[src/rtl/serial_addsub_seq.sv]
// Bit-serial add/subtract sequencer: one full-adder/subtractor cell,
// LSB first, registered carry/borrow, WIDTH+1 cycles per operation.
module serial_addsub_seq #(
    parameter int WIDTH = 8
) (
    input  logic             CLK,
    input  logic             RST,
    input  logic             START,
    input  logic             MODE,
    input  logic [WIDTH-1:0] A,
    input  logic [WIDTH-1:0] B,
    output logic             BUSY,
    output logic             DONE,
    output logic [WIDTH-1:0] R,
    output logic             CO,
    output logic             OVF
);

    localparam int CW = $clog2(WIDTH);
    localparam logic [CW-1:0] LAST = CW'(WIDTH - 1);

    typedef enum logic [1:0] {
        IDLE,
        RUN,
        FIN
    } state_t;

    state_t state;
    state_t nstate;

    logic [WIDTH-1:0] a_sh;
    logic [WIDTH-1:0] b_sh;
    logic [WIDTH-1:0] r_sh;
    logic             mode_q;
    logic             c_q;
    logic [CW-1:0]    cnt;

    logic a_bit;
    logic b_bit;
    logic s_bit;
    logic c_nxt;
    logic ovf_nxt;
    logic last;
    logic accept;

    // One-bit add/sub cell; on the last bit a_bit/b_bit are the operand MSBs
    always_comb begin
        a_bit   = a_sh[0];
        b_bit   = b_sh[0];
        s_bit   = a_bit ^ b_bit ^ c_q;
        last    = (cnt == LAST);
        if (mode_q) begin
            c_nxt   = (~a_bit & b_bit) | (~(a_bit ^ b_bit) & c_q);
            ovf_nxt = (a_bit != b_bit) && (s_bit != a_bit);
        end else begin
            c_nxt   = (a_bit & b_bit) | (a_bit & c_q) | (b_bit & c_q);
            ovf_nxt = (a_bit == b_bit) && (s_bit != a_bit);
        end
    end

    // State register
    always_ff @(posedge CLK) begin
        if (RST) begin
            state <= IDLE;
        end else begin
            state <= nstate;
        end
    end

    // Next-state and status outputs
    always_comb begin
        nstate = state;
        BUSY   = 1'b0;
        DONE   = 1'b0;
        accept = 1'b0;
        unique case (state)
            IDLE: begin
                if (START) begin
                    accept = 1'b1;
                    nstate = RUN;
                end
            end
            RUN: begin
                BUSY = 1'b1;
                if (last) begin
                    nstate = FIN;
                end
            end
            FIN: begin
                DONE = 1'b1;
                if (START) begin
                    accept = 1'b1;
                    nstate = RUN;
                end else begin
                    nstate = IDLE;
                end
            end
            default: begin
                nstate = IDLE;
            end
        endcase
    end

    // Operand latch, bit-serial shifting and result commit
    always_ff @(posedge CLK) begin
        if (RST) begin
            a_sh   <= '0;
            b_sh   <= '0;
            r_sh   <= '0;
            mode_q <= 1'b0;
            c_q    <= 1'b0;
            cnt    <= '0;
            R      <= '0;
            CO     <= 1'b0;
            OVF    <= 1'b0;
        end else if (accept) begin
            a_sh   <= A;
            b_sh   <= B;
            r_sh   <= '0;
            mode_q <= MODE;
            c_q    <= 1'b0;
            cnt    <= '0;
        end else if (state == RUN) begin
            a_sh <= a_sh >> 1;
            b_sh <= b_sh >> 1;
            r_sh <= {s_bit, r_sh[WIDTH-1:1]};
            c_q  <= c_nxt;
            cnt  <= cnt + 1'b1;
            if (last) begin
                R   <= {s_bit, r_sh[WIDTH-1:1]};
                CO  <= c_nxt;
                OVF <= ovf_nxt;
            end
        end
    end

endmodule
[config.mk]
export PLATFORM = sky130hd
export DESIGN_NAME = serial_addsub_seq
export DESIGN_NICKNAME = d
export VERILOG_FILES = /design/src/rtl/serial_addsub_seq.sv
export SDC_FILE = /design/constraint.sdc
export NUM_CORES = 1
export LEC_CHECK = 0
export CAP_MARGIN = 20
export CORE_MARGIN = 2
export CORE_UTILIZATION = 54
export CTS_CLUSTER_DIAMETER = 100
export DETAILED_ROUTE_END_ITERATION = 16
export PLACE_DENSITY = 0.85
export RECOVER_POWER = 100
export SLEW_MARGIN = 20
export SYNTH_ARGS = -nofsm -noshare
export SYNTH_HDL_FRONTEND = slang
export SYNTH_SLANG_ARGS = --single-unit
[constraint.sdc]
create_clock -name CLK -period 2.4 [get_ports CLK]
set_input_delay 0.36 -clock CLK [delete_from_list [all_inputs] [get_ports CLK]]
set_output_delay 0.36 -clock CLK [all_outputs]
set_load 0.05 [all_outputs]
After elaboration in Yosys (flattened, before gate mapping)
Cells that the tools add are included.
{"block": "totals", "regBits": 41, "latchBits": 0, "mem_bits_rw": 0, "rom_bits": 0, "output_inout_bits": 12, "elab_cells": 54, "memories": 0}
{"block": "op_classes", "addsub": 1, "multipliers": 0, "div_mod_pow": 0, "n_lt_le_gt_ge": 0, "eq_ne": 8, "shift": 0, "n_mux": 14, "bitwise_logic": 13, "n_reduce_logical": 8}
{"operator": "$mux W8", "n": 4}
{"operator": "$mux W1", "n": 7}
{"operator": "$pmux W2 S3", "n": 1}
{"operator": "$and A1 B1 Y1", "n": 5}
{"operator": "$mux W2", "n": 2}
{"operator": "$ne A2 B2 Y1 const B", "n": 2}
{"operator": "$reduce_or A2 Y1", "n": 2}
{"operator": "$add A3 B1 Y3 const B", "n": 1}
{"operator": "$eq A3 B3 Y1 const B", "n": 1}
{"operator": "$not A1 Y1", "n": 3}
{"operator": "$or A1 B1 Y1", "n": 3}
{"operator": "$reduce_and A3 Y1", "n": 1}
{"operator": "$eq A2 B1 Y1 const B", "n": 1}
{"operator": "$eq A2 B2 Y1 const B", "n": 1}
{"operator": "$logic_and A1 B1 Y1", "n": 2}
{"operator": "$logic_not A2 Y1", "n": 1}
{"operator": "$ne A1 B1 Y1", "n": 2}
{"operator": "$reduce_and A2 Y1", "n": 1}
{"operator": "$reduce_bool A2 Y1", "n": 1}
{"operator": "$xor A1 B1 Y1", "n": 2}
{"operator": "$eq A1 B1 Y1", "n": 1}

Longest topological paths before layout
Gate-level depths: netlist of run 1.
{"block": "depth", "depth_word": 5, "depth_mapped": 6}

Least setup slack after synthesis of run 1
No wires, ideal clock.
{"block": "synth_timing", "path_kind": "register to output", "startpoint": "register state[1]", "endpoint": "output DONE", "arrival_time_ns": 1.037, "required_time_ns": 2.040, "slack_ns": 1.003, "stages_incl_launch_ff": 2, "n_path_buf": 0, "cell_sequence": "dfxtp_1 > nor2b_1"}
{"block": "synth_between", "elab_chain_cells": 2}
{"item": "start, declared", "line_no": "28", "text": "state_t state;"}
{"item": "start signal, assigned", "line_no": "66", "text": "state <= nstate;"}
{"item": "$eq A2 B2 Y1", "line_no": "76", "text": "unique case (state)"}
{"item": "$mux W1", "line_no": "76"}
{"item": "end, declared", "line_no": "13", "text": "output logic DONE,"}
Every way passes these cells.

Worst setup path after layout of run 1
{"block": "layout_timing", "startpoint": "register state[0]", "endpoint": "output DONE"}
Same word-level chain as after synthesis.

==> summary.md, run 1 <==
| Metric | Value |
|---|---|
| Number of enable flip-flop cells after synthesis | `0` |
| Leakage power of the design | `0.752 nW` |
| Routed vias/inst | `around 5.6` |
| Total buffers and inverters traversed by the critical path | `1` |
| Number of standard cells after synthesis | `188` |
| Overall overflow remaining after global route | `0` |
| Clock tree from TritonCTS | `yes` |
| Required time worst endpoint | `slightly above 2 ns` |
| Clock latency on the worst-skew pair | `around 0.35 ns` |
| Last weighted congestion value of the routability-driven placer | `0.720` |
| Fin. max-slew vios | `0` |
| Vias post-DR | `1394` |
| Number of CTS-inserted buffers | `5` |
| Areal power density over the cells | `623 mW/mm2` |
| Die boundary height | `59.4 um` |
| Largest net degree at the start of global routing | `30` |
| Gates resized, CTS repair | `0` |
| Vias in the first global route | `1160` |
| Final total negative setup slack | `0 ns` |
| Overall routing resource usage | `0.188` |
| Post-DP HPWL | `2.09 mm` |
| Post-synthesis async set-or-reset flop share | `0` |
| Kind of capture point of the worst setup path | `output pin` |
| Number of clock sinks | `40` |
| Minimum period implied by the final worst setup slack | `between 2 and 2.5 ns` |
| Count of placed standard cells including taps | `roughly 240` |
| Antenna fix cells | `0` |
| DR pass1 iterations | `4` |
| Number of nets still failing antenna checks after routing | `0` |
| Per-cell routed wire length | `12.1 um` |
| Initial antenna violation count | `0` |
| Count of boundary I/O pins | `32` |
| Post-CTS clock slew at the launch and capture registers of the worst setup and hold paths | `0.11 ns` |
| Area enclosed by the die boundary | `0.00352 mm2` |
| Synthesized Nets | `213` |
| Top cell type by total area after synthesis | `sky130_fd_sc_hd__dfxtp_1` |
| Growth of design area from synthesis to finish | `20.1%` |
| Count of routing violations after the opening detailed-route iteration | `52` |
| Number of rows in the core area | `20` |
| Count of hold buffers inserted by post-cts repair | `0` |
| Horizontal die dimension | `59.4 um` |
| Sequential element share of the synthesized area | `0.484` |
| Largest incremental delay on the critical path | `0.88 ns` |
| Netlist cell types | `31` |
| Synth Area per Inst | `8.80 um2` |
| Worst IR Drop VDD | `roughly 0.37 mV` |
| Nets@finish | `240` |
| Fraction of layout cells with a size suffix above 1 | `0.0602` |
| Layout Skew | `~0.0036 ns` |
| Cell area after layout | `0.00199 mm2` |
| Post-detailed-placement cell area | `0.00193 mm2` |
| Dominant cells by area after synthesis | `sky130_fd_sc_hd__dfxtp_1 (48%), sky130_fd_sc_hd__nand2_1 (10%), sky130_fd_sc_hd__a21oi_1 (6.3%)` |
| Maximum buffer depth of the clock tree | `2` |
| Global-route wire length before repair | `5.04 mm` |
| Fmax achieved | `between 0.4 and 0.5 GHz` |
| FILL cells | `256` |
| Post-Route Hold Slack | `approximately 0.45 ns` |
| CP max FO | `6` |
| Setup Viol. Count Final | `0` |
| Primary flip-flop cell chosen by synthesis mapping | `sky130_fd_sc_hd__dfxtp_1` |
| Netlist area before placement | `roughly 0.0017 mm2` |
| Arr. time, crit path | `1.74 ns` |
| Synth warnings | `0` |
| Port-buffer cells | `31` |
| H-tree depth | `2` |
| Worst-margin pin slew | `between 0.8 and 0.9 ns` |
| Post-CTS Repair Setup Buffers | `0` |
| CTS Root Cell | `sky130_fd_sc_hd__clkbuf_4` |
| Cell type group with the largest total delay on the critical path | `buffers and inverters` |
| Critical path class | `flip-flop to output pin` |
| Nature of the critical path startpoint | `flip-flop` |
| Non-filler instance count after layout | `249` |
| Number of hold violations in the final report | `0` |
| Cell breakdown of the critical path | `nor2b_1 > dlygate4sd3_1` |
| Share of the cycle needed by the critical path after routing | `0.873` |
| Max cap viols | `0` |
| RSZ-0062 raised after global routing | `no` |
| Max-slew headroom | `0.464` |
| Std-Cell Core Area | `just under 0.003 mm2` |
| Detailed-route wire length | `3.01 mm` |
| Effective utilization at floorplan | `0.556` |
| Yosys reg bits | `40` |
| Library cell contributing the largest single delay on the critical path | `sky130_fd_sc_hd__dlygate4sd3_1` |
| # DRC | `0` |
| Synth top area share | `0.484` |
| HP Class | `flip-flop to flip-flop` |
| Status | `finished, final reports clean` |
==> cell usage after synthesis, types with 3 or more instances <==
library cell	instances
sky130_fd_sc_hd__nand2_1	45
sky130_fd_sc_hd__dfxtp_1	40
sky130_fd_sc_hd__a21oi_1	21
sky130_fd_sc_hd__nor3_1	16
sky130_fd_sc_hd__nor2_1	9
sky130_fd_sc_hd__o22ai_1	8
sky130_fd_sc_hd__a311oi_1	4
sky130_fd_sc_hd__buf_4	4
sky130_fd_sc_hd__buf_6	4
sky130_fd_sc_hd__inv_1	4
sky130_fd_sc_hd__buf_2	3
sky130_fd_sc_hd__ha_1	3
sky130_fd_sc_hd__mux2i_1	3
sky130_fd_sc_hd__nand3_1	3
==> power breakdown <==
| part | internal (mW) | switching, mW | leakage (nW) | total [mW] |
|---|---|---|---|---|
| Combinational | 0.0816 | 0.0939 | 0.388 | 0.175 |
| Sequential | 0.694 | 0.0213 | 0.326 | 0.715 |
| Clock | 0.139 | 0.208 | 0.0380 | 0.348 |
| Total | 0.915 | 0.323 | 0.752 | 1.24 |
==> flip-flops by register name, summed over array words and instances (netlist names) <==
signal / count
r_sh: 7
OVF: 1
mode_q: 1
a_sh: 8
c_q: 1
R: 8
cnt: 3
CO: 1
state: 2
b_sh: 8
==> per-stage QoR <==
step / setup slack (ns) / total power [mW] / util
floorplan: 1.00 / 0.860 / -
global placement: 0.611 / 0.902 / 0.650
detailed placement: 0.587 / 0.907 / 0.650
CTS: 0.335 / 1.25 / 0.670
global route: 0.214 / 1.30 / 0.668
finish: 0.304 / 1.24 / 0.668
==> cell families (layout without fill, tap and decap cells) <==
group / count (synthesis) / in the layout / synth area share
AO/OA/AOI/OAI: 39 / 39 / 0.150
XOR/XNOR: 3 / 3 / 0.0159
adder cells (fa/ha/maj): 5 / 5 / 0.0469
buffers and inverters: 18 / 46 / 0.0748
flip-flops: 40 / 40 / 0.484
multiplexers: 3 / 3 / 0.0181
AND/OR/NAND/NOR: 80 / 80 / 0.211
==> cells in the final DEF (no fill, tap or decap), types with 3 or more instances in the layout <==
master and n:
sky130_fd_sc_hd__dfxtp_1 40, sky130_fd_sc_hd__mux2i_1 3, sky130_fd_sc_hd__clkbuf_4 5, sky130_fd_sc_hd__nor2_1 9
sky130_fd_sc_hd__inv_1 4, sky130_fd_sc_hd__nand3_1 3, sky130_fd_sc_hd__ha_1 3, sky130_fd_sc_hd__clkdlybuf4s50_1 19
sky130_fd_sc_hd__a21oi_1 21, sky130_fd_sc_hd__a311oi_1 4, sky130_fd_sc_hd__o22ai_1 8, sky130_fd_sc_hd__nor3_1 16
sky130_fd_sc_hd__dlygate4sd3_1 11, sky130_fd_sc_hd__nand2_1 45, sky130_fd_sc_hd__nand2b_1 3
==> routing by layer <==
metal,track usage,up-vias,part of all wire
li1,-,699,-
met5,0,-,0
met1,0.241,663,0.44
met2,0.298,29,0.51
met3,0.0524,3,0.039
met4,0.0747,0,0.011
==> area by class of cell <==
type                       count  area [um2]  share of cell area
timing repair buffer          33         335               0.169
clock buffer                   6        51.3              0.0258
tap                           33        41.3              0.0208
inverter                       5        26.3              0.0132
sequential                    40         801               0.403
clock inverter                 2        10.0             0.00503
multi-input combinational    130         723               0.364
==> final timing paths <==
check / slack [ns] / from / to / cells after the start
worst max-delay path: 0.30 / state[0]$_SDFFE_PP0P_ / DONE / 2
worst min-delay path: 0.45 / OVF$_SDFFE_PP0P_ / OVF$_SDFFE_PP0P_ / 2
worst max register to register: 0.50 / state[0]$_SDFFE_PP0P_ / c_q$_SDFFE_PP0N_ / 3
worst min register to register: 0.45 / OVF$_SDFFE_PP0P_ / OVF$_SDFFE_PP0P_ / 2
==> worst reg2reg max path, stage by stage, from the launching register on <==
cell and delay, ns:
sky130_fd_sc_hd__dfxtp_1 0.43, sky130_fd_sc_hd__nand2b_1 0.66, sky130_fd_sc_hd__nand2b_1 0.43, sky130_fd_sc_hd__a211oi_1 0.30
Power figures use the tool's default switching activity.
==> run 2: changes to the inputs <==
--- a/config.mk
+++ b/config.mk
@@ -8,8 +8,8 @@
 export CAP_MARGIN = 20
 export CORE_MARGIN = 2
-export CORE_UTILIZATION = 54
+export CORE_UTILIZATION = 50
 export CTS_CLUSTER_DIAMETER = 100
 export DETAILED_ROUTE_END_ITERATION = 16
-export PLACE_DENSITY = 0.85
+export PLACE_DENSITY = 0.79
 export RECOVER_POWER = 100
 export SLEW_MARGIN = 20
==> constraint.sdc (replaced) <==
create_clock -name CLK -period 2.25 [get_ports CLK]
set_input_delay 0.5625 -clock CLK [delete_from_list [all_inputs] [get_ports CLK]]
set_output_delay 0.5625 -clock CLK [all_outputs]
set_load 0.05 [all_outputs]
==> summary.md, run 2 (synthesized netlist as in run 1, its figures left out) <==
| Metric | Value |
|---|---|
| Status | `finished, final reports clean` |
| NetSw | `344 uW (+6.3%)` |
| Number of CTS-inserted buffers | `5 (unchanged)` |
| Maximum buffer depth of the clock tree | `2 (unchanged)` |
| Fin. max-slew vios | `0 (unchanged)` |
| Clock Power Share | `0.285 (+0.004)` |
| Registers with the highest flip-flop counts | `R x8, a_sh x8, b_sh x8` |
| RSZ-0062 raised after global routing | `no` |
| Last weighted congestion value of the routability-driven placer | `0.752 (+4.5%)` |
| Kind of capture point of the worst setup path | `output pin` |
| Worst setup timing slack at the placement stage | `0.363 ns (-0.223 ns)` |
| Horizontal die dimension | `61.5 um (+3.7%)` |
| Switching part of the total | `0.259 (-0.00171)` |
| CP max FO | `2 (-4)` |
| Leakage power of the design | `0.743 nW (-1.3%)` |
| Nets@finish | `242 (+0.83%)` |
| Worst-margin pin slew | `1.09 ns (+0.283 ns)` |
| Number of nets still failing antenna checks after routing | `0 (unchanged)` |
| # DRC | `0 (unchanged)` |
| Per-cell routed wire length | `12.5 um (+3.4%)` |
| Smallest setup slack after layout | `0.116 ns (-0.188 ns)` |
| Nature of the critical path startpoint | `flip-flop` |
| Critical path class | `flip-flop to output pin` |
| Effective utilization at floorplan | `0.533 (-0.0224)` |
| Largest incremental delay on the critical path | `0.88 ns (about the same)` |
| Cell breakdown of the critical path | `dlygate4sd3_1` |
| Number of clock sinks | `40 (unchanged)` |
| Post-DP HPWL | `2.27 mm (+8.4%)` |
| Most frequent cells in the layout | `sky130_fd_sc_hd__nand2_1 (45), sky130_fd_sc_hd__dfxtp_1 (40), sky130_fd_sc_hd__a21oi_1 (21)` |
| Share of the cycle needed by the critical path after routing | `0.949` |
| H-tree depth | `2 (unchanged)` |
| Die boundary height | `61.5 um (+3.7%)` |
| Post-CTS Repair Setup Buffers | `0 (unchanged)` |
| Std-Cell Core Area | `0.00310 mm2 (+4.2%)` |
| CTS Root Cell | `sky130_fd_sc_hd__clkbuf_4` |
| Worst IR Drop VDD | `0.389 mV (+4.6%)` |
| Final total negative setup slack | `0 ns (unchanged)` |
| Cell type group with the largest total delay on the critical path | `buffers and inverters` |
| Layout Skew | `0.00967 ns (+0.00604 ns)` |
| Total buffers and inverters traversed by the critical path | `1 (unchanged)` |
| Count of routing violations after the opening detailed-route iteration | `39 (-25%)` |
| Arr. time, crit path | `1.57 ns (-0.17 ns)` |
| Fmax achieved | `0.468 GHz` |
| Clock tree from TritonCTS | `yes` |
| Largest net degree at the start of global routing | `29 (-3.3%)` |
| Number of rows in the core area | `20 (unchanged)` |
| Overall routing resource usage | `0.198 (+0.0101)` |
| Post-CTS clock slew at the launch and capture registers of the worst setup and hold paths | `0.12 ns (about the same)` |
| Global-route wire length before repair | `5.50 mm (+9.0%)` |
| Required time worst endpoint | `1.69 ns (-0.35 ns)` |
| FILL cells | `293 (+14%)` |
| Port-buffer cells | `31 (unchanged)` |
| Library cell contributing the largest single delay on the critical path | `sky130_fd_sc_hd__dlygate4sd3_1` |
| Areal power density over the cells | `665 mW/mm2 (+6.7%)` |
| Max-slew headroom | `0.275 (-0.189)` |
| DR pass1 iterations | `5 (+1)` |
| Part of the total power dissipated in sequential elements | `0.575 (-0.003)` |
| Fraction of layout cells with a size suffix above 1 | `0.0505 (-0.00973)` |
| Most common cell after layout, fill and taps aside | `sky130_fd_sc_hd__nand2_1` |
| Detailed-route wire length | `3.27 mm (+8.8%)` |
| Area enclosed by the die boundary | `0.00379 mm2 (+7.5%)` |
| Initial antenna violation count | `0 (unchanged)` |
| Setup Viol. Count Final | `0 (unchanged)` |
| Sequential cell area | `801 um2 (unchanged)` |
| Number of hold violations in the final report | `0 (unchanged)` |
| Growth of design area from synthesis to finish | `20.4%` |
| Area taken by multi-input logic gates | `723 um2 (unchanged)` |
| Vias post-DR | `1376 (-1.3%)` |
| Routed vias/inst | `5.25 (-6.2%)` |
| Layout Utilization | `0.642 (-0.0253)` |
| Max cap viols | `0 (unchanged)` |
| Overall overflow remaining after global route | `0 (unchanged)` |
| Vias in the first global route | `1269 (+9.4%)` |
| Clock latency on the worst-skew pair | `0.35 ns (about the same)` |
| Int Power | `981 uW (+7.2%)` |
| Minimum period implied by the final worst setup slack | `2.13 ns` |
| Proportion of power drawn by combinational gates | `0.140 (-0.002)` |
| Count of boundary I/O pins | `32 (unchanged)` |
| HP Class | `flip-flop to flip-flop` |
| Antenna fix cells | `0 (unchanged)` |
-- run 2: cell count changes in the layout (fill, tap and decap cells not counted), sizes merged --
cell,delta
dlygate4sd3,-1
clkinv,-2
clkbuf,+5
-- run 2: routing by layer --
layer,up-vias,part of all wire,GRT usage
li1,698,-,-
met1,640,0.45,0.237
met2,31,0.49,0.334
met3,7,0.046,0.0483
met4,0,0.017,0.0912
met5,-,0,0
-- run 2: final cells by class --
| class | count | area share |
|---|---|---|
| inverters | 5 | 0.00942 |
| flip-flops and latches | 40 | 0.402 |
| well taps | 44 | 0.0276 |
| repair buffers | 35 | 0.169 |
| multi-input cells | 130 | 0.363 |
| clock buffers | 8 | 0.0295 |
-- run 2: worst paths after layout --
check | startpoint | endpoint | slack (ns) | cells after the start
max reg2reg | state[1]$_SDFFE_PP0P_ | b_sh[0]$_SDFFE_PP0P_ | 0.38 | 4
min | R[2]$_SDFFE_PP0P_ | R[2]$_SDFFE_PP0P_ | 0.46 | 2
min reg2reg | R[2]$_SDFFE_PP0P_ | R[2]$_SDFFE_PP0P_ | 0.46 | 2
max | CO$_SDFFE_PP0P_ | CO | 0.12 | 1
-- run 2: worst min-delay path, cell delays in order (launching register included) --
cell                      delay (ns)
sky130_fd_sc_hd__dfxtp_1        0.32
sky130_fd_sc_hd__nand2_1        0.05
sky130_fd_sc_hd__a21oi_1        0.05
-- run 2: stage by stage --
step                      cell area [um2]  hold WS [ns]  cells  total power, mW
after floorplan                      1660         0.432    188            0.917
after global placement               1960         0.440    254            0.964
after detailed placement             1960         0.447    254            0.971
after CTS                            2020         0.463    262             1.34
after global routing                 1990         0.479    262             1.39
final                                1990         0.456    262             1.32
-- run 2: timing repair --
action,CTS,global route
endpoints found under the hold margin,0,0
resized for setup,0,1
endpoints found under the setup margin,0,1
hold buffers,0,0
-- run 2: power groups by stage --
stage / sequential, mW / combinational [mW] / clock, mW
2_1_floorplan: 0.773 / 0.144 / 0
3_3_place_gp: 0.777 / 0.187 / 0
3_5_place_dp: 0.779 / 0.192 / 0
4_1_cts: 0.763 / 0.193 / 0.385
5_1_grt: 0.767 / 0.208 / 0.415
6_report: 0.762 / 0.185 / 0.378
==> run 3: changes to the inputs <==
- ABC_CLOCK_PERIOD_IN_PS: unset -> 2250
- CORE_UTILIZATION: 50 -> 35
- MAX_ROUTING_LAYER: unset -> met4
- PLACE_DENSITY: 0.79 -> 0.6
==> summary.md, run 3 (synthesized netlist as in run 1, its figures left out) <==
| Metric | Value |
|---|---|
| Sequential cell area | `801 um2 (unchanged)` |
| Number of clock sinks | `40 (unchanged)` |
| Fraction of layout cells with a size suffix above 1 | `0.0550 (+0.00459)` |
| Routed vias/inst | `5.05 (-3.8%)` |
| Detailed-route wire length | `3.38 mm (+3.3%)` |
| Setup Viol. Count Final | `0 (unchanged)` |
| Per-cell routed wire length | `12.4 um (-0.47%)` |
| Max cap viols | `0 (unchanged)` |
| Layout Utilization | `0.444 (-0.199)` |
| Post-DP HPWL | `2.20 mm (-2.9%)` |
| Status | `finished, final reports clean` |
| Cell area after layout | `0.00205 mm2 (+3.1%)` |
| Critical path class | `flip-flop to output pin` |
| Fin. max-slew vios | `0 (unchanged)` |
| Worst-margin pin slew | `0.590 ns (-0.496 ns)` |
| Register-to-Register Setup Slack | `0.70 ns (+0.32 ns)` |
| Non-filler instance count after layout | `272 (+3.8%)` |
| Nature of the critical path startpoint | `flip-flop` |
| Fmax achieved | `0.486 GHz (+3.7%)` |
| HP Class | `flip-flop to flip-flop` |
| Count of boundary I/O pins | `32 (unchanged)` |
| Post-CTS clock slew at the launch and capture registers of the worst setup and hold paths | `0.08 ns (-0.04 ns)` |
| Number of hold violations in the final report | `0 (unchanged)` |
| Largest net degree at the start of global routing | `30 (+3.4%)` |
| Areal power density over the cells | `742 mW/mm2 (+12%)` |
| Registers with the highest flip-flop counts | `R x8, a_sh x8, b_sh x8` |
| Crit Reg-Reg Startpoint | `state[0]$_SDFFE_PP0P_` |
| Leakage power of the design | `0.765 nW (+3.0%)` |
| Growth of design area from synthesis to finish | `24.1%` |
| Number of stages on the worst hold path | `2 (unchanged)` |
| Count of routing violations after the opening detailed-route iteration | `114 (+190%)` |
| Count of placed standard cells including taps | `264 (+3.9%)` |
| Arr. time, crit path | `1.50 ns (-0.07 ns)` |
| Gates resized, CTS repair | `0 (unchanged)` |
| Effective utilization at floorplan | `0.358 (-0.176)` |
| Kind of capture point of the worst setup path | `output pin` |
| Most common cell after layout, fill and taps aside | `sky130_fd_sc_hd__nand2_1` |
| Maximum buffer depth of the clock tree | `2 (unchanged)` |
| Largest incremental delay on the critical path | `0.87 ns (about the same)` |
| Capturing point of the worst reg2reg path | `b_sh[0]$_SDFFE_PP0P_` |
| Library cell contributing the largest single delay on the critical path | `sky130_fd_sc_hd__dlygate4sd3_1` |
| Max-slew headroom | `0.608 (+0.333)` |
| Number of nets still failing antenna checks after routing | `0 (unchanged)` |
| Required time worst endpoint | `1.69 ns (about the same)` |
| Overall overflow remaining after global route | `0 (unchanged)` |
| Most frequent cells in the layout | `sky130_fd_sc_hd__nand2_1 (45), sky130_fd_sc_hd__dfxtp_1 (40), sky130_fd_sc_hd__a21oi_1 (21)` |
| Worst IR Drop VDD | `0.239 mV (-39%)` |
| Clock tree from TritonCTS | `yes` |
| Port-buffer cells | `31 (unchanged)` |
| Total buffers and inverters traversed by the critical path | `1 (unchanged)` |
| Nets@finish | `242 (unchanged)` |
| # DRC | `0 (unchanged)` |
| RSZ-0062 raised after global routing | `no` |
| CTS Root Cell | `sky130_fd_sc_hd__clkbuf_8` |
| Minimum period implied by the final worst setup slack | `2.06 ns (-0.0755 ns)` |
| Hold Path Sink | `OVF$_SDFFE_PP0P_` |
| Clock latency on the worst-skew pair | `0.29 ns (-0.06 ns)` |
| Antenna fix cells | `0 (unchanged)` |
| FILL cells | `479 (+63%)` |
| Crit path launch | `CO$_SDFFE_PP0P_` |
| Overall routing resource usage | `0.147 (-0.0510)` |
| CP max FO | `2 (unchanged)` |
| Final total negative setup slack | `0 ns (unchanged)` |
| Cell type group with the largest total delay on the critical path | `buffers and inverters` |
| Worst hold start | `OVF$_SDFFE_PP0P_` |
| DR pass1 iterations | `4 (-1)` |
| Layout Skew | `0.0118 ns (+0.00208 ns)` |
| H-tree depth | `2 (unchanged)` |
| Global-route wire length before repair | `5.89 mm (+7.0%)` |
| Number of rows in the core area | `25 (+25%)` |
| Horizontal die dimension | `72.8 um (+18%)` |
| Area taken by multi-input logic gates | `723 um2 (unchanged)` |
| Vias in the first global route | `1334 (+5.1%)` |
| Initial antenna violation count | `0 (unchanged)` |
| Std-Cell Core Area | `0.00463 mm2 (+49%)` |
| Vias post-DR | `1374 (-0.15%)` |
| Area enclosed by the die boundary | `0.00530 mm2 (+40%)` |
| Post-detailed-placement cell area | `0.00197 mm2 (+0.51%)` |
| Die boundary height | `72.8 um (+18%)` |
| Post-CTS Repair Setup Buffers | `0 (unchanged)` |
| Path depth of the worst reg2reg path | `4 (unchanged)` |
| Last weighted congestion value of the routability-driven placer | `0.722 (-4.0%)` |
| Cell breakdown of the critical path | `dlygate4sd3_1` |
| Share of the cycle needed by the critical path after routing | `0.915 (-0.0335)` |
| Number of CTS-inserted buffers | `5 (unchanged)` |
| Design Power | `1.53 mW (+15%)` |
| Count of hold buffers inserted by post-cts repair | `0 (unchanged)` |
[run 3: changes by cell type in the layout (fill, tap and decap cells not counted)]
cell / previous run / this run
sky130_fd_sc_hd__clkinv_2: 0 / 1
sky130_fd_sc_hd__clkdlybuf4s50_1: 19 / 18
sky130_fd_sc_hd__bufinv_16: 0 / 1
sky130_fd_sc_hd__clkbuf_4: 5 / 0
sky130_fd_sc_hd__clkbuf_8: 1 / 5
sky130_fd_sc_hd__clkbuf_1: 5 / 4
sky130_fd_sc_hd__dlygate4sd3_1: 10 / 11
[run 3: how the worst max path moves through the flow]
stage,endpoint,cells after the start
after floorplan,DONE,1
after CTS,CO,1
final,CO,1
after detailed placement,a_sh[7]$_SDFFE_PP0P_,4
after global routing,R[6],1
after global placement,b_sh[7]$_SDFFE_PP0P_,4
[run 3: worst min-delay path: stages, from the launching register on]
cell and delay, ns:
sky130_fd_sc_hd__dfxtp_1 0.31, sky130_fd_sc_hd__nand2_1 0.05, sky130_fd_sc_hd__a21oi_1 0.05
[run 3: where the power goes]
group	switching, mW	internal (mW)
Clock	0.246	0.329
Combinational	0.101	0.0866
Sequential	0.0224	0.740
[run 3: per-layer routing]
metal | share of wire | vias up | track usage
met4 | 0.019 | 0 | 0.0679
met3 | 0.026 | 5 | 0.0221
met1 | 0.44 | 649 | 0.171
met2 | 0.51 | 21 | 0.248
li1 | - | 699 | -
met5 | 0 | - | -
[run 3: area by class of cell]
class / instances / share of cell area
Clock buffer: 6 / 0.0353
Clock inverter: 2 / 0.0171
Inverter: 5 / 0.00914
Multi-Input combinational cell: 130 / 0.352
Sequential cell: 40 / 0.390
Tap cell: 54 / 0.0329
Timing Repair Buffer: 35 / 0.164
[run 3: through the flow]
| step | hold slack (ns) | worst slack [ns] |
|---|---|---|
| finish | 0.453 | 0.191 |
| global route | 0.478 | 0.139 |
| CTS | 0.461 | 0.245 |
| detailed placement | 0.450 | 0.331 |
| global placement | 0.442 | 0.350 |
| floorplan | 0.432 | 0.651 |
==> RTL edit 1: new RTL, config.mk and constraints of run 3 <==
Register the inputs `START`, `MODE`, `A` and `B` before use. The logic sees them one clock later.
--- a/src/rtl/serial_addsub_seq.sv
+++ b/src/rtl/serial_addsub_seq.sv
@@ -24,6 +24,18 @@
         RUN,
         FIN
     } state_t;
+
+    logic START_q;
+    logic MODE_q;
+    logic [WIDTH-1:0] A_q;
+    logic [WIDTH-1:0] B_q;
+
+    always_ff @(posedge CLK) begin
+        START_q <= START;
+        MODE_q  <= MODE;
+        A_q     <= A;
+        B_q     <= B;
+    end
 
     state_t state;
     state_t nstate;
@@ -75,7 +87,7 @@
         accept = 1'b0;
         unique case (state)
             IDLE: begin
-                if (START) begin
+                if (START_q) begin
                     accept = 1'b1;
                     nstate = RUN;
                 end
@@ -88,7 +100,7 @@
             end
             FIN: begin
                 DONE = 1'b1;
-                if (START) begin
+                if (START_q) begin
                     accept = 1'b1;
                     nstate = RUN;
                 end else begin
@@ -114,10 +126,10 @@
             CO     <= 1'b0;
             OVF    <= 1'b0;
         end else if (accept) begin
-            a_sh   <= A;
-            b_sh   <= B;
+            a_sh   <= A_q;
+            b_sh   <= B_q;
             r_sh   <= '0;
-            mode_q <= MODE;
+            mode_q <= MODE_q;
             c_q    <= 1'b0;
             cnt    <= '0;
         end else if (state == RUN) begin
Function: changed (Yosys sat finds a counterexample within 4 cycles, from zero or initial values and one cycle with RST high).
==> RTL edit 1 against run 3 <==
Sequential share of layout area increased by 6.7 points. Via count rose by 6.2%. Final cell count up 16%. Sequential cell count is 18 higher. First-iteration DRC count shrank 39%. Die area is 21% higher. Design area increased by 24%. Setup slack got worse by 0.050 ns. Fmax fell by 2.4%. Critical path depth is the same. Area after synthesis rose by 22%. Utilization rose by 1.5 points. Total power grew 51%. Wire length grew 10%. Largest power group unchanged.
==> RTL edit 1: results (changes against run 3) <==
Worst hold path type -> register to register
Antenna violations before repair -> 0 (unchanged)
Vias in the first global route -> 1402 (+5.1%)
Synth area leaders -> dfxtp_1 57%, nand2_1 8.5%, a21oi_1 5.2%
Distinct cells, synth -> 31 (unchanged)
First-pass GRT wire length -> 6.389 mm (+8.6%)
Clk slew on worst S/H paths -> 0.06 ns (-0.02 ns)
CTS buffer count -> 9 (+4)
Final WL -> 3.729 mm (+10%)
Switching Share -> 22.42% (-1.8 points)
VDD IR max -> 0.3714 mV (+56%)
H-tree Lvls -> 3 (+1)
RD Place Congestion -> 0.7105 (-1.6%)
Worst-skew pair later-pin latency -> 0.33 ns (+0.04 ns)
Largest net degree at the start of global routing -> 30 (unchanged)
Total sequential power -> 1.10 mW (+44%)
Cts repair resizes -> 0 (unchanged)
DP HPWL -> 2.308 mm (+4.8%)
Crit-path leading delay family -> buffers and inverters
Worst Skew -> 0.007888 ns (-0.003867 ns)
Deepest clock path buffer count -> 2 (unchanged)
Worst slew pin tran -> 0.8753 ns (+0.2849 ns)
Post-synthesis sequential area ratio -> 57.43% (+9.1 points)
Slowest-stage cell, CP -> dlygate4sd3_1
GRT Total Usage -> 13.95% (-0.75 points)
I/O Buffers -> 31 (unchanged)
Setup Buffers After CTS -> 0 (unchanged)
WP data arrival -> 1.55 ns (+0.05 ns)
DR iter-0 viols -> 70 (-39%)
Syn_nets -> 232 (+8.9%)
Outcome -> complete, no violations
Nets -> 264 (+9.1%)
CP max FO -> 2 (unchanged)
Pwr Density -> 906.0 nW/um^2 (+22%)
Share of layout cells above drive strength 1 -> 8.607% (+3.1 points)
Crit path largest cell delay -> 0.88 ns
Ant diodes -> 0 (unchanged)
Top cells by count, synth -> 58 x dfxtp_1, 46 x nand2_1, 21 x a21oi_1, 17 x nor3_1
Drt first pass iters -> 4 (unchanged)
Clk pwr -> 1.02 mW (+77%)
Async set-reset flop share out of synthesis -> 0% (unchanged)
Vias per inst -> 4.617 (-8.6%)
Leakage power -> 0.9705 nW (+27%)
Synth warn -> 0 (unchanged)
Register-to-Register Setup Slack -> 0.33 ns (-0.37 ns)
CTS root buf -> clkbuf_8
## RTL edit 1: area by class of cell
type	instances	area, um^2
fill	558	2999
tap	72	90.09
clock inverter	3	45.04
inverter	5	31.28
clock buffer	13	178.9
timing repair buffer	34	321.6
sequential	58	1161
multi-input combinational	131	713.2
## RTL edit 1: routing by layer
| metal | global-route usage [%] | wire, um |
|---|---|---|
| met5 | - | 0 |
| met4 | 11.69 | 72 |
| met3 | 3.394 | 142 |
| met2 | 20.50 | 1712 |
| met1 | 15.92 | 1801 |
## RTL edit 1: final timing paths
kind | cells after the start | end | from
max | 1 | R[5] | R[5]$_SDFFE_PP0P_
min | 2 | a_sh[7]$_SDFFE_PP0P_ | A_q[7]$_DFF_P_
max reg2reg | 3 | c_q$_SDFFE_PP0N_ | state[0]$_SDFFE_PP0P_
min reg2reg | 2 | a_sh[7]$_SDFFE_PP0P_ | A_q[7]$_DFF_P_
## RTL edit 1: logic make-up after synthesis
| logic type | share of synthesized area (%) |
|---|---|
| AOI/OAI and AO/OA | 12.19 |
| and+or+nand+nor | 17.64 |
| DFF | 57.43 |
| adders and majority gates | 3.837 |
| muxes | 0.9901 |
| xor gates and xnor gates | 1.300 |
| buffers and inverters | 6.620 |
## RTL edit 1: metrics by stage
stage / hold slack, ns / setup slack (ns) / cell area (um^2) / instances
finish: 0.4434 / 0.1408 / 2541 / 316
detailed placement: 0.4270 / 0.5606 / 2337 / 300
floorplan: 0.4174 / 0.6508 / 2022 / 207
CTS: 0.4429 / 0.1829 / 2561 / 316
global placement: 0.4276 / 0.5678 / 2337 / 300
global route: 0.4729 / 0.08671 / 2541 / 316
==> RTL edit 2: new RTL, flow settings as in run 3 <==
Made on the original files. Change the parameter `WIDTH` from 8 to 16.
--- a/src/rtl/serial_addsub_seq.sv
+++ b/src/rtl/serial_addsub_seq.sv
@@ -1,7 +1,7 @@
 // Bit-serial add/subtract sequencer: one full-adder/subtractor cell,
 // LSB first, registered carry/borrow, WIDTH+1 cycles per operation.
 module serial_addsub_seq #(
-    parameter int WIDTH = 8
+    parameter int WIDTH = 16
 ) (
     input  logic             CLK,
     input  logic             RST,
Interface: changed (resized A, B and R); port bits go from 32 to 56. The function was not compared with the original's and may differ.
==> RTL edit 2 against run 3 <==
Total power up 66%. Design area up 79%. Wire length up 96%. Area after synthesis up 80%. Final cell count up 89%. Fmax down 2.3%. Global-route usage up 1.3 points. Sequential cell count up 33. Setup slack worse by 0.049 ns.
==> RTL edit 2: results (changes against run 3) <==
Deepest clock path buffer count -> 2 (unchanged)
Slowest-stage cell, CP -> dlygate4sd3_1
Syn_nets -> 406 (+91%)
Crit path largest cell delay -> 0.88 ns
CTS buffer count -> 9 (+4)
Metal3 WL -> 261 um (+200%)
Top Metal Used -> met4
First-pass GRT wire length -> 11.23 mm (+91%)
Synth Instances -> 366 (+95%)
Post-synthesis sequential area ratio -> 48.93% (+0.56 points)
WL met2 -> 3.018 mm (+74%)
Vias in the first global route -> 2500 (+87%)
Largest net degree at the start of global routing -> 71 (+140%)
Distinct cells, synth -> 32 (+3.2%)
Final WL -> 6.627 mm (+96%)
Met1 Use GR -> 19.56% (+2.4 points)
H-tree Lvls -> 3 (+1)
Post-DP Area -> 3538 um^2 (+79%)
Nets -> 446 (+84%)
Worst-skew pair later-pin latency -> 0.33 ns (+0.04 ns)
CTS root buf -> clkbuf_8
Layout Cells excl Fill -> 515 (+89%)
Grt met3 use -> 2.560% (+0.35 points)
DR iter-0 viols -> 115 (+0.88%)
VDD IR max -> 0.2549 mV (+6.7%)
Drt first pass iters -> 4 (unchanged)
Worst slew pin tran -> 0.6865 ns (+0.09610 ns)
Ant diodes -> 0 (unchanged)
Setup Buffers After CTS -> 0 (unchanged)
Placed instance count -> 500 (+89%)
Fillers -> 842 (+76%)
Top cells by count, synth -> 88 x nand2_1, 73 x dfxtp_1, 44 x o21ai_0, 41 x a21oi_1, 26 x a31oi_1
Clk slew on worst S/H paths -> 0.06 ns (-0.02 ns)
Via Count -> 2582 (+88%)
Outcome -> complete, no violations
Pwr Density -> 689.3 nW/um^2 (-7.2%)
RD Place Congestion -> 0.7355 (+1.9%)
Combinational share of power -> 11.8% (-0.5 points)
Top_reg_cell synth -> dfxtp_1
DP HPWL -> 4.116 mm (+87%)
GRT Total Usage -> 15.96% (+1.3 points)
Worst Skew -> 0.006114 ns (-0.005641 ns)
Leakage power -> 1.291 nW (+69%)
Clk network pwr share -> 33.5% (-4.2 points)
CP max FO -> 2 (unchanged)
GR Util met2 -> 25.35% (+0.50 points)
Internal -> 1.905 mW (+65%)
I/O Buffers -> 55 (+77%)
Top Registers -> R (16), a_sh (16), b_sh (16)
Wl on met1 -> 3.222 mm (+120%)
Crit-path leading delay family -> buffers and inverters
Synth warn -> 0 (unchanged)
Share of layout cells above drive strength 1 -> 4.634% (-0.87 points)
Synth area leaders -> dfxtp_1 49%, nand2_1 11%, o21ai_0 7.4%
RTL edit 2: logic make-up (layout without fill, tap and decap cells):
kind of cell | after synthesis | in the layout | share of synthesized area (%)
flip-flops | 73 | 73 | 48.93
buffers and inverters | 38 | 82 | 7.750
multiplexers | 1 | 1 | 0.3352
adder cells (fa/ha/maj) | 4 | 4 | 2.178
AND/OR/NAND/NOR | 130 | 130 | 18.56
AO/OA/AOI/OAI | 116 | 116 | 21.07
XOR/XNOR | 4 | 4 | 1.173
RTL edit 2: area by class of cell:
| type | instances | area, um^2 | share of cell area, % |
|---|---|---|---|
| repair buffers | 62 | 613.1 | 16.68 |
| flip-flops and latches | 73 | 1461 | 39.77 |
| well taps | 105 | 131.4 | 3.575 |
| inverters | 5 | 21.27 | 0.5788 |
| clock buffers | 15 | 156.4 | 4.256 |
| multi-input cells | 255 | 1291 | 35.14 |
RTL edit 2: final timing paths:
kind / start / end / slack [ns] / cells past startpoint
min: r_sh[1]$_SDFFE_PP0N_ / r_sh[1]$_SDFFE_PP0N_ / 0.46 / 2
max: CO$_SDFFE_PP0P_ / CO / 0.14 / 1
max reg2reg: cnt[0]$_SDFFE_PP0N_ / R[9]$_SDFFE_PP0P_ / 0.57 / 5
min reg2reg: r_sh[1]$_SDFFE_PP0N_ / r_sh[1]$_SDFFE_PP0N_ / 0.46 / 2
RTL edit 2: metrics by stage:
stage          utilization [%]  worst slack [ns]  hold WS [ns]
2_1_floorplan                -            0.7821        0.4366
3_3_place_gp             42.85            0.4415        0.4460
3_5_place_dp             42.85            0.3947        0.4475
4_1_cts                  44.74            0.1876        0.4573
5_1_grt                  44.50           0.09518        0.4844
6_report                 44.50            0.1421        0.4605
